[src/rtl/alu_ctrl_pkg.sv]
// Shared ALU-control definitions: ALU select codes, MIPS opcode/funct constants,
// operation classes and the HI/LO classification helpers.
package alu_ctrl_pkg;

  localparam int ALU_W = 5;

  localparam logic [ALU_W-1:0] ALU_ADD   = 5'd0;
  localparam logic [ALU_W-1:0] ALU_SUB   = 5'd1;
  localparam logic [ALU_W-1:0] ALU_AND   = 5'd2;
  localparam logic [ALU_W-1:0] ALU_OR    = 5'd3;
  localparam logic [ALU_W-1:0] ALU_XOR   = 5'd4;
  localparam logic [ALU_W-1:0] ALU_NOR   = 5'd5;
  localparam logic [ALU_W-1:0] ALU_SLT   = 5'd6;
  localparam logic [ALU_W-1:0] ALU_SLTU  = 5'd7;
  localparam logic [ALU_W-1:0] ALU_SLL   = 5'd8;
  localparam logic [ALU_W-1:0] ALU_SRL   = 5'd9;
  localparam logic [ALU_W-1:0] ALU_SRA   = 5'd10;
  localparam logic [ALU_W-1:0] ALU_NEQ   = 5'd11;
  localparam logic [ALU_W-1:0] ALU_LUI   = 5'd12;
  localparam logic [ALU_W-1:0] ALU_MULT  = 5'd16;
  localparam logic [ALU_W-1:0] ALU_MULTU = 5'd17;
  localparam logic [ALU_W-1:0] ALU_DIV   = 5'd18;
  localparam logic [ALU_W-1:0] ALU_DIVU  = 5'd19;
  localparam logic [ALU_W-1:0] ALU_MFHI  = 5'd20;
  localparam logic [ALU_W-1:0] ALU_MFLO  = 5'd21;
  localparam logic [ALU_W-1:0] ALU_MTHI  = 5'd22;
  localparam logic [ALU_W-1:0] ALU_MTLO  = 5'd23;

  localparam logic [5:0] OP_RTYPE = 6'h00;
  localparam logic [5:0] OP_BEQ   = 6'h04;
  localparam logic [5:0] OP_BNE   = 6'h05;
  localparam logic [5:0] OP_ADDI  = 6'h08;
  localparam logic [5:0] OP_ADDIU = 6'h09;
  localparam logic [5:0] OP_SLTI  = 6'h0A;
  localparam logic [5:0] OP_SLTIU = 6'h0B;
  localparam logic [5:0] OP_ANDI  = 6'h0C;
  localparam logic [5:0] OP_ORI   = 6'h0D;
  localparam logic [5:0] OP_XORI  = 6'h0E;
  localparam logic [5:0] OP_LUI   = 6'h0F;
  localparam logic [5:0] OP_LW    = 6'h23;
  localparam logic [5:0] OP_SW    = 6'h2B;

  localparam logic [5:0] FN_SLL   = 6'h00;
  localparam logic [5:0] FN_SRL   = 6'h02;
  localparam logic [5:0] FN_SRA   = 6'h03;
  localparam logic [5:0] FN_SLLV  = 6'h04;
  localparam logic [5:0] FN_SRLV  = 6'h06;
  localparam logic [5:0] FN_SRAV  = 6'h07;
  localparam logic [5:0] FN_JR    = 6'h08;
  localparam logic [5:0] FN_MFHI  = 6'h10;
  localparam logic [5:0] FN_MTHI  = 6'h11;
  localparam logic [5:0] FN_MFLO  = 6'h12;
  localparam logic [5:0] FN_MTLO  = 6'h13;
  localparam logic [5:0] FN_MULT  = 6'h18;
  localparam logic [5:0] FN_MULTU = 6'h19;
  localparam logic [5:0] FN_DIV   = 6'h1A;
  localparam logic [5:0] FN_DIVU  = 6'h1B;
  localparam logic [5:0] FN_ADD   = 6'h20;
  localparam logic [5:0] FN_ADDU  = 6'h21;
  localparam logic [5:0] FN_SUB   = 6'h22;
  localparam logic [5:0] FN_SUBU  = 6'h23;
  localparam logic [5:0] FN_AND   = 6'h24;
  localparam logic [5:0] FN_OR    = 6'h25;
  localparam logic [5:0] FN_XOR   = 6'h26;
  localparam logic [5:0] FN_NOR   = 6'h27;
  localparam logic [5:0] FN_SLT   = 6'h2A;
  localparam logic [5:0] FN_SLTU  = 6'h2B;

  typedef enum logic [1:0] {
    CLS_ALU     = 2'd0,
    CLS_MULDIV  = 2'd1,
    CLS_HILO_RD = 2'd2,
    CLS_HILO_WR = 2'd3
  } op_cls_e;

  function automatic logic is_muldiv(input logic [ALU_W-1:0] sel);
    return (sel >= ALU_MULT) && (sel <= ALU_DIVU);
  endfunction

  function automatic logic is_hilo(input logic [ALU_W-1:0] sel);
    return (sel >= ALU_MFHI) && (sel <= ALU_MTLO);
  endfunction

endpackage

[src/rtl/alu_ctrl_dec.sv]
// Pure combinational MIPS32 opcode/funct decode into ALU select, side flags,
// illegal flag and operation class.
module alu_ctrl_dec
  import alu_ctrl_pkg::*;
#(
  parameter bit HAS_MULDIV = 1'b1
) (
  input  logic [5:0]       opcode,
  input  logic [5:0]       funct,
  output logic [ALU_W-1:0] alusel,
  output logic             ovf_en,
  output logic             var_shift,
  output logic             zext_imm,
  output logic             illegal,
  output op_cls_e          cls
);

  logic             md_hit;
  logic [ALU_W-1:0] md_code;

  always_comb begin
    alusel    = ALU_ADD;
    ovf_en    = 1'b0;
    var_shift = 1'b0;
    zext_imm  = 1'b0;
    illegal   = 1'b0;
    md_hit    = 1'b0;
    md_code   = ALU_ADD;
    if (opcode == OP_RTYPE) begin
      unique case (funct)
        FN_ADD:  begin alusel = ALU_ADD; ovf_en = 1'b1; end
        FN_ADDU: alusel = ALU_ADD;
        FN_SUB:  begin alusel = ALU_SUB; ovf_en = 1'b1; end
        FN_SUBU: alusel = ALU_SUB;
        FN_AND:  alusel = ALU_AND;
        FN_OR:   alusel = ALU_OR;
        FN_XOR:  alusel = ALU_XOR;
        FN_NOR:  alusel = ALU_NOR;
        FN_SLT:  alusel = ALU_SLT;
        FN_SLTU: alusel = ALU_SLTU;
        FN_SLL:  alusel = ALU_SLL;
        FN_SLLV: begin alusel = ALU_SLL; var_shift = 1'b1; end
        FN_SRL:  alusel = ALU_SRL;
        FN_SRLV: begin alusel = ALU_SRL; var_shift = 1'b1; end
        FN_SRA:  alusel = ALU_SRA;
        FN_SRAV: begin alusel = ALU_SRA; var_shift = 1'b1; end
        FN_JR:   alusel = ALU_ADD;
        // funct[1:0] orders MULT/MULTU/DIV/DIVU; HI/LO moves have funct[1:0] swapped vs code order
        FN_MULT, FN_MULTU, FN_DIV, FN_DIVU: begin
          md_hit  = 1'b1;
          md_code = ALU_MULT | {3'b000, funct[1:0]};
        end
        FN_MFHI, FN_MTHI, FN_MFLO, FN_MTLO: begin
          md_hit  = 1'b1;
          md_code = ALU_MFHI | {3'b000, funct[0], funct[1]};
        end
        default: illegal = 1'b1;
      endcase
      if (md_hit) begin
        if (HAS_MULDIV) alusel = md_code;
        else            illegal = 1'b1;
      end
    end else begin
      unique case (opcode)
        OP_ADDI:        begin alusel = ALU_ADD; ovf_en = 1'b1; end
        OP_ADDIU:       alusel = ALU_ADD;
        OP_ANDI:        begin alusel = ALU_AND; zext_imm = 1'b1; end
        OP_ORI:         begin alusel = ALU_OR;  zext_imm = 1'b1; end
        OP_XORI:        begin alusel = ALU_XOR; zext_imm = 1'b1; end
        OP_LUI:         alusel = ALU_LUI;
        OP_LW, OP_SW:   alusel = ALU_ADD;
        OP_BEQ:         alusel = ALU_SUB;
        OP_BNE:         alusel = ALU_NEQ;
        OP_SLTI:        alusel = ALU_SLT;
        OP_SLTIU:       alusel = ALU_SLTU;
        default:        illegal = 1'b1;
      endcase
    end
  end

  always_comb begin
    cls = CLS_ALU;
    if (is_muldiv(alusel))                             cls = CLS_MULDIV;
    else if (alusel == ALU_MFHI || alusel == ALU_MFLO) cls = CLS_HILO_RD;
    else if (is_hilo(alusel))                          cls = CLS_HILO_WR;
  end

endmodule

[src/rtl/alu_ctrl_pipe.sv]
// Registered ALU-control stage at the ID->EX boundary with valid/ready handshake,
// flush and a HI/LO interlock tracking MULT/DIV latency.
module alu_ctrl_pipe
  import alu_ctrl_pkg::*;
#(
  parameter int ALUSEL_W   = 5,
  parameter bit HAS_MULDIV = 1'b1,
  parameter int MUL_LAT    = 4,
  parameter int DIV_LAT    = 32
) (
  input  logic                clk,
  input  logic                rst_n,
  input  logic                in_valid,
  output logic                in_ready,
  input  logic [5:0]          opcode,
  input  logic [5:0]          funct,
  input  logic                flush,
  output logic                out_valid,
  input  logic                out_ready,
  output logic [ALUSEL_W-1:0] out_alusel,
  output logic                out_ovf_en,
  output logic                out_var_shift,
  output logic                out_zext_imm,
  output logic                out_illegal,
  output logic                md_busy
);

  localparam logic [5:0] MUL_LOAD = 6'(MUL_LAT);
  localparam logic [5:0] DIV_LOAD = 6'(DIV_LAT);

  logic [ALU_W-1:0] dec_alusel;
  logic             dec_ovf_en;
  logic             dec_var_shift;
  logic             dec_zext_imm;
  logic             dec_illegal;
  op_cls_e          dec_cls;

  logic [ALU_W-1:0] alu_q;
  op_cls_e          cls_q;
  logic [5:0]       cnt_q;
  logic             hz;
  logic             accept;
  logic             out_fire;

  alu_ctrl_dec #(.HAS_MULDIV(HAS_MULDIV)) u_dec (
    .opcode    (opcode),
    .funct     (funct),
    .alusel    (dec_alusel),
    .ovf_en    (dec_ovf_en),
    .var_shift (dec_var_shift),
    .zext_imm  (dec_zext_imm),
    .illegal   (dec_illegal),
    .cls       (dec_cls)
  );

  // Handshake: a transfer happens on a rising edge where valid & ready are both high;
  // valid never waits on ready, and the output payload is frozen while out_valid & !out_ready.
  assign md_busy  = (cnt_q != 6'd0);
  assign hz       = (dec_cls != CLS_ALU) &&
                    (md_busy || (out_valid && (cls_q == CLS_MULDIV || cls_q == CLS_HILO_WR)));
  assign in_ready = !flush && !hz && (!out_valid || out_ready);
  assign accept   = in_valid && in_ready;
  assign out_fire = out_valid && out_ready && !flush;

  assign out_alusel = ALUSEL_W'(alu_q);

  always_ff @(posedge clk or negedge rst_n) begin
    if (!rst_n) begin
      out_valid     <= 1'b0;
      alu_q         <= ALU_ADD;
      cls_q         <= CLS_ALU;
      out_ovf_en    <= 1'b0;
      out_var_shift <= 1'b0;
      out_zext_imm  <= 1'b0;
      out_illegal   <= 1'b0;
    end else if (flush) begin
      out_valid <= 1'b0;
    end else if (accept) begin
      out_valid     <= 1'b1;
      alu_q         <= dec_alusel;
      cls_q         <= dec_cls;
      out_ovf_en    <= dec_ovf_en;
      out_var_shift <= dec_var_shift;
      out_zext_imm  <= dec_zext_imm;
      out_illegal   <= dec_illegal;
    end else if (out_ready) begin
      out_valid <= 1'b0;
    end
  end

  // Flush never clears the count: an already issued MULT/DIV keeps running in EX
  always_ff @(posedge clk or negedge rst_n) begin
    if (!rst_n) begin
      cnt_q <= 6'd0;
    end else if (out_fire && cls_q == CLS_MULDIV) begin
      cnt_q <= (alu_q == ALU_DIV || alu_q == ALU_DIVU) ? DIV_LOAD : MUL_LOAD;
    end else if (cnt_q != 6'd0) begin
      cnt_q <= cnt_q - 6'd1;
    end
  end

endmodule

[config.mk]
export PLATFORM = sky130hd
export DESIGN_NAME = alu_ctrl_pipe
export DESIGN_NICKNAME = d
export VERILOG_FILES = /design/src/rtl/alu_ctrl_pkg.sv /design/src/rtl/alu_ctrl_dec.sv /design/src/rtl/alu_ctrl_pipe.sv
export SDC_FILE = /design/constraint.sdc
export NUM_CORES = 1
export LEC_CHECK = 0
export ABC_AREA = 0
export BUFFER_PORTS_ARGS = -buffer_cell sky130_fd_sc_hd__buf_4
export CAP_MARGIN = 10
export CORE_AREA = 2 2 48 67
export CTS_CLUSTER_DIAMETER = 60
export DETAILED_ROUTE_END_ITERATION = 16
export DIE_AREA = 0 0 50 69
export PLACE_DENSITY_LB_ADDON = 0.08
export SETUP_SLACK_MARGIN = 0.02
export SLEW_MARGIN = 0
export SYNTH_ARGS = -nofsm -noshare
export SYNTH_HDL_FRONTEND = slang
export SYNTH_SLANG_ARGS = --single-unit
[constraint.sdc]
create_clock -name clk -period 2.4 [get_ports clk]
set_clock_uncertainty 0.05 [all_clocks]
set_input_delay 0.12 -clock clk [delete_from_list [all_inputs] [get_ports clk]]
set_output_delay 0.12 -clock clk [all_outputs]
set_load 0.005 [all_outputs]
==> results of run 1 <==
-- layer usage --
layer / up-vias / global-route usage, % / wire, µm
met2: 33 / 32.3 / 1570
met1: 527 / 21.7 / 1080
met5: - / 0 / 0
met4: 0 / 11.7 / 110
met3: 9 / 2.16 / 96
li1: 575 / - / -
-- stage by stage --
stage	setup WS (ns)	instance area (µm²)	util [%]	cells
floorplan	0.454	1310	-	145
global placement	0.278	1480	52.0	201
detailed placement	0.204	1480	52.0	201
CTS	0.177	1530	53.8	205
global route	0.0459	1530	53.8	205
finish	0.200	1530	53.8	205
-- final cells by class --
cell class | instances | area [µm²] | area share [%]
repair buffers | 29 | 220 | 14.4
flip-flops and latches | 18 | 450 | 29.4
multi-input cells | 107 | 733 | 47.8
clock buffers | 3 | 41.3 | 2.69
inverters | 11 | 41.3 | 2.69
well taps | 37 | 46.3 | 3.02
-- cells in the final DEF, fill, tap and decap left out, types with 4 or more instances in the layout --
cell,count
dfrtp_1,18
a21oi_1,7
buf_4,28
xor2_1,4
o21ai_2,7
o21ai_0,4
nand2_1,16
xnor2_1,5
nor2_1,11
nor3_1,5
inv_1,11
-- path summary, 6_finish.rpt --
kind	start	endpoint	slack [ns]	cells after the start
setup reg to reg	cnt_q[0]	out_alusel[0]	0.22	6
min in group asynchronous	rst_n	out_valid	0.21	2
hold / removal	out_ready	out_valid	0.02	2
setup / recovery	cnt_q[0]	md_busy	0.20	6
hold reg to reg	out_alusel[0]	out_alusel[0]	0.44	2
max in group asynchronous	rst_n	cnt_q[2]	1.89	2
-- power breakdown --
part	switching, mW	leakage [nW]	internal (mW)
Sequential	0.0665	0.234	0.368
Combinational	0.156	0.411	0.157
Clock	0.0965	0.0216	0.112
-- critical path, cell delays in order (launching register included) --
cell and delay [ns]:
dfrtp_1 0.39, inv_1 0.09, ha_1 0.17, or3b_4 0.42, nor3_1 0.35, inv_1 0.18, buf_4 0.17
-- sequential cells by signal, indices dropped and copies added, names as in the netlist --
signal and flops:
cnt_q 6, out_ovf_en 1, out_zext_imm 1, cls_q 2
out_valid 1, out_illegal 1, out_alusel 5, out_var_shift 1
-- timing repair --
item                                   CTS  global route
hold buffers                             1             0
endpoints found under the hold margin   18             0
gates resized for setup                  0             0
-- kinds of logic after synthesis --
family | after synthesis | share of synthesized area [%]
xor+xnor | 9 | 6.03
buf+inv | 20 | 9.39
compound gates | 45 | 27.6
simple gates | 52 | 21.6
fa+ha+maj | 1 | 0.958
flops | 18 | 34.5
==> impl_metrics.tcl, run 1 <==
set metrics [dict create \
    synthTopCellsByArea "dfrtp_1 (34%), o21ai_2 (4.7%), nand2_1 (4.6%)" \
    fillCellCount 282 \
    finalCritPeriodShare_pct 91.7 \
    yosysMostFrequentCell "dfrtp_1" \
    rsz0062_at_grt "no" \
    grt_first_pass_wirelength_mm 5.09 \
    clock_latency_ns 0.26 \
    initial_utilization_pct 45.8 \
    firstDrtPassIters 4 \
    final-setup-viol-count 0 \
    cts_buffers 3 \
    yosys_register_bits 18 \
    clk_pin_slew_ns 0.06 \
    cp-end-kind "primary output" \
    viasPerCell 5.58 \
    worstPathRequired_ns 2.23 \
    leakagePower_nw 0.667 \
    netlist_area_um2 1310 \
    hold_viol 0 \
    async_flop_share_pct 100 \
    grt_use_total_pct 18.9 \
    portBuffers 28 \
    hp-class "in -> reg" \
    cp-start-kind "flop" \
    worst_pin_slew_ns 0.657 \
    root_buffer "clkbuf_8" \
    clkSinkCount 18 \
    yosys_warnings 0 \
    yosysSeqAreaShare_pct 34.5 \
    first_global_vias 1115 \
    cts_tree "yes" \
    maxCapViolations 0 \
    drtAntennaViolNets 0 \
    die_w_um 50 \
    synth_top_area_share_pct 34.5 \
    finalPower_uw 956 \
    power_density_nw_per_um2 624 \
    routabilityCongestion 0.781 \
    min_period_ns 2.20 \
    drc 0 \
    die_area_um2 3450 \
    fin_tns_setup_ns 0 \
    max_freq_mhz 454 \
    ys.flop_type "dfrtp_1" \
    synth_top_area_cell "dfrtp_1" \
    synth-edff-count 0 \
    grt_max_degree 24 \
    die_y_um 69 \
    status "complete, no violations" \
    routed-via-count 1144 \
    arrival_ns 2.03 \
    pin_count 29 \
    netlist_instances 145 \
    first_iter_violations 14 \
    htree_levels 1 \
    slew_violations 0 \
    coreArea_um2 2850 \
    cts_setup_buffers 0 \
    overflow 0 \
    slew-limit-headroom_pct 56.0 \
    wl_per_cell_um 14.0 \
    whs_ns 0.0180 \
    antenna_found_initial 0 \
    yosys.cell_types.count 50 \
    avgSynthCellArea_um2 9.01 \
    clockBufferDepth 2 \
    drt_wl_total_mm 2.86 \
    n_antenna_cell 0 \
    rows 23 \
    synthToLayoutAreaGrowth_pct 17.3 \
    hpwlAfterDp_mm 2.34 \
    synth_common_cells "dfrtp_1 (18), nand2_1 (16), inv_1 (11), nor2_1 (11)" \
    synthesis.nets 163 \
    drive_gt1_share_pct 28.0 \
    path_class "reg -> out" \
    path_max_fanout 4 \
    vdd_ir_drop_max_mv 0.258 \
    nets 188 \
]
(Power assumes the default switching activity.)
==> run 2: changes to the inputs <==
REMOVE_ABC_BUFFERS = 1   (was default)
==> run 2 against run 1 <==
First-iteration DRC count rose to 2.6 times the previous value. Non-clock buffer count did not move. Maximum frequency fell by 0.12%. Worst hold slack improved by 0.0056 ns. Critical path type unchanged. Highest routed layer unchanged.
==> impl_metrics.tcl, run 2 (synthesis gave the netlist of run 1 again) <==
set metrics [dict create \
    startpoint "cnt_q[0]" \
    crit_end "md_busy" \
    place_area_um2 1480 \
    cp-start-kind "flop" \
    clk_pin_slew_ns 0.07 \
    status "complete, no violations" \
    pin_count 29 \
    worstPathRequired_ns 2.23 \
    largest_reg_flops 6 \
    most-common-layout-cells "buf_4 (28), dfrtp_1 (18), nand2_1 (16)" \
    hp-class "in -> reg" \
    met2_usage_pct 31.0 \
    cts_resized 0 \
    wl_per_cell_um 13.7 \
    worst_r2r_endpoint "out_alusel[0]" \
    slew_violations 0 \
    arrival_ns 2.03 \
    path_max_fanout 4 \
    final-setup-viol-count 0 \
    leakagePower_nw 0.675 \
    grtUsageMet3_pct 1.95 \
    hpwlAfterDp_mm 2.25 \
    viasPerCell 5.51 \
    cp-end-kind "primary output" \
    overflow 0 \
    vdd_ir_drop_max_mv 0.297 \
    worst_pin_slew_ns 0.656 \
    first_global_vias 1104 \
    final_core_util_pct 54.3 \
    coreArea_um2 2850 \
    drive_gt1_share_pct 28.4 \
    cts_buffers 3 \
    synthToLayoutAreaGrowth_pct 18.4 \
    drt_wl_total_mm 2.83 \
    initial_utilization_pct 45.8 \
    die_area_um2 3450 \
    clkSinkCount 18 \
    antenna_found_initial 0 \
    path_class "reg -> out" \
    max_freq_mhz 454 \
    drc 0 \
    regMostFlops "cnt_q" \
    nets 188 \
    die_w_um 50 \
    first_iter_violations 36 \
    rows 23 \
    timing.rr.start "cnt_q[0]" \
    mostFrequentLayoutCell "buf_4" \
    clockBufferDepth 2 \
    grt_first_pass_wirelength_mm 4.73 \
    slew-limit-headroom_pct 56.0 \
    cts_tree "yes" \
    met1_usage_pct 18.7 \
    reg2reg_slack_ns 0.23 \
    ff2ff_path_depth 6 \
    firstDrtPassIters 4 \
    clock_latency_ns 0.26 \
    n_antenna_cell 0 \
    maxCapViolations 0 \
    power_density_nw_per_um2 644 \
    root_buffer "clkbuf_8" \
    hold_viol 0 \
    portBuffers 28 \
    finalCritPeriodShare_pct 91.8 \
    fin_tns_setup_ns 0 \
    min_period_ns 2.20 \
    grt_max_degree 24 \
    routabilityCongestion 0.784 \
    rsz0062_at_grt "no" \
    routed-via-count 1135 \
    busiest_layer "met2" \
    fin_area_um2 1550 \
    htree_levels 1 \
    die_y_um 69 \
    grt_use_total_pct 17.6 \
    drtAntennaViolNets 0 \
]
-- run 2: per-layer routing --
layer,vias to the layer above,wire length (µm)
li1,576,-
met1,520,1150
met2,28,1490
met3,11,75
met4,0,123
met5,-,0
-- run 2: critical path, stage by stage (launching register included) --
cell	delay, ns
dfrtp_1	0.39
inv_1	0.09
ha_1	0.19
or3b_4	0.42
nor3_1	0.34
inv_1	0.17
buf_4	0.17
-- run 2: worst min path at each step --
stage,from,cells past startpoint,slack (ns),endpoint
6_report,out_ready,2,0.02,out_valid
5_1_grt,out_ready,2,0.05,out_valid
4_1_cts,out_ready,2,0.02,out_valid
3_5_place_dp,rst_n,1,-0.04,cnt_q[3]
3_3_place_gp,rst_n,1,-0.05,cnt_q[3]
2_1_floorplan,rst_n,0,-0.23,cls_q[0]
-- run 2: timing repair --
| item | in CTS | in global routing |
|---|---|---|
| endpoints found under the hold margin | 18 | 0 |
| hold buffers | 1 | 0 |
| buffers inserted | 0 | 0 |
-- run 2: stage by stage --
step	instances	setup WS, ns	power [mW]	hold WS [ns]
floorplan	136	0.366	0.638	-0.226
global placement	201	0.264	0.743	-0.0485
detailed placement	201	0.197	0.755	-0.0444
CTS	206	0.193	1.01	0.0203
global route	206	0.0840	1.06	0.0459
finish	206	0.197	0.995	0.0236
-- run 2: cell type report --
type | count | area, µm²
Multi-Input combinational cell | 107 | 733
Inverter | 11 | 41.3
Clock buffer | 4 | 55.1
Timing Repair Buffer | 29 | 220
Tap cell | 37 | 46.3
Sequential cell | 18 | 450
Fill cell | 278 | 1300
-- run 2: power by group --
group,internal [mW],switching (mW)
Combinational,0.157,0.153
Sequential,0.368,0.0684
Clock,0.146,0.103
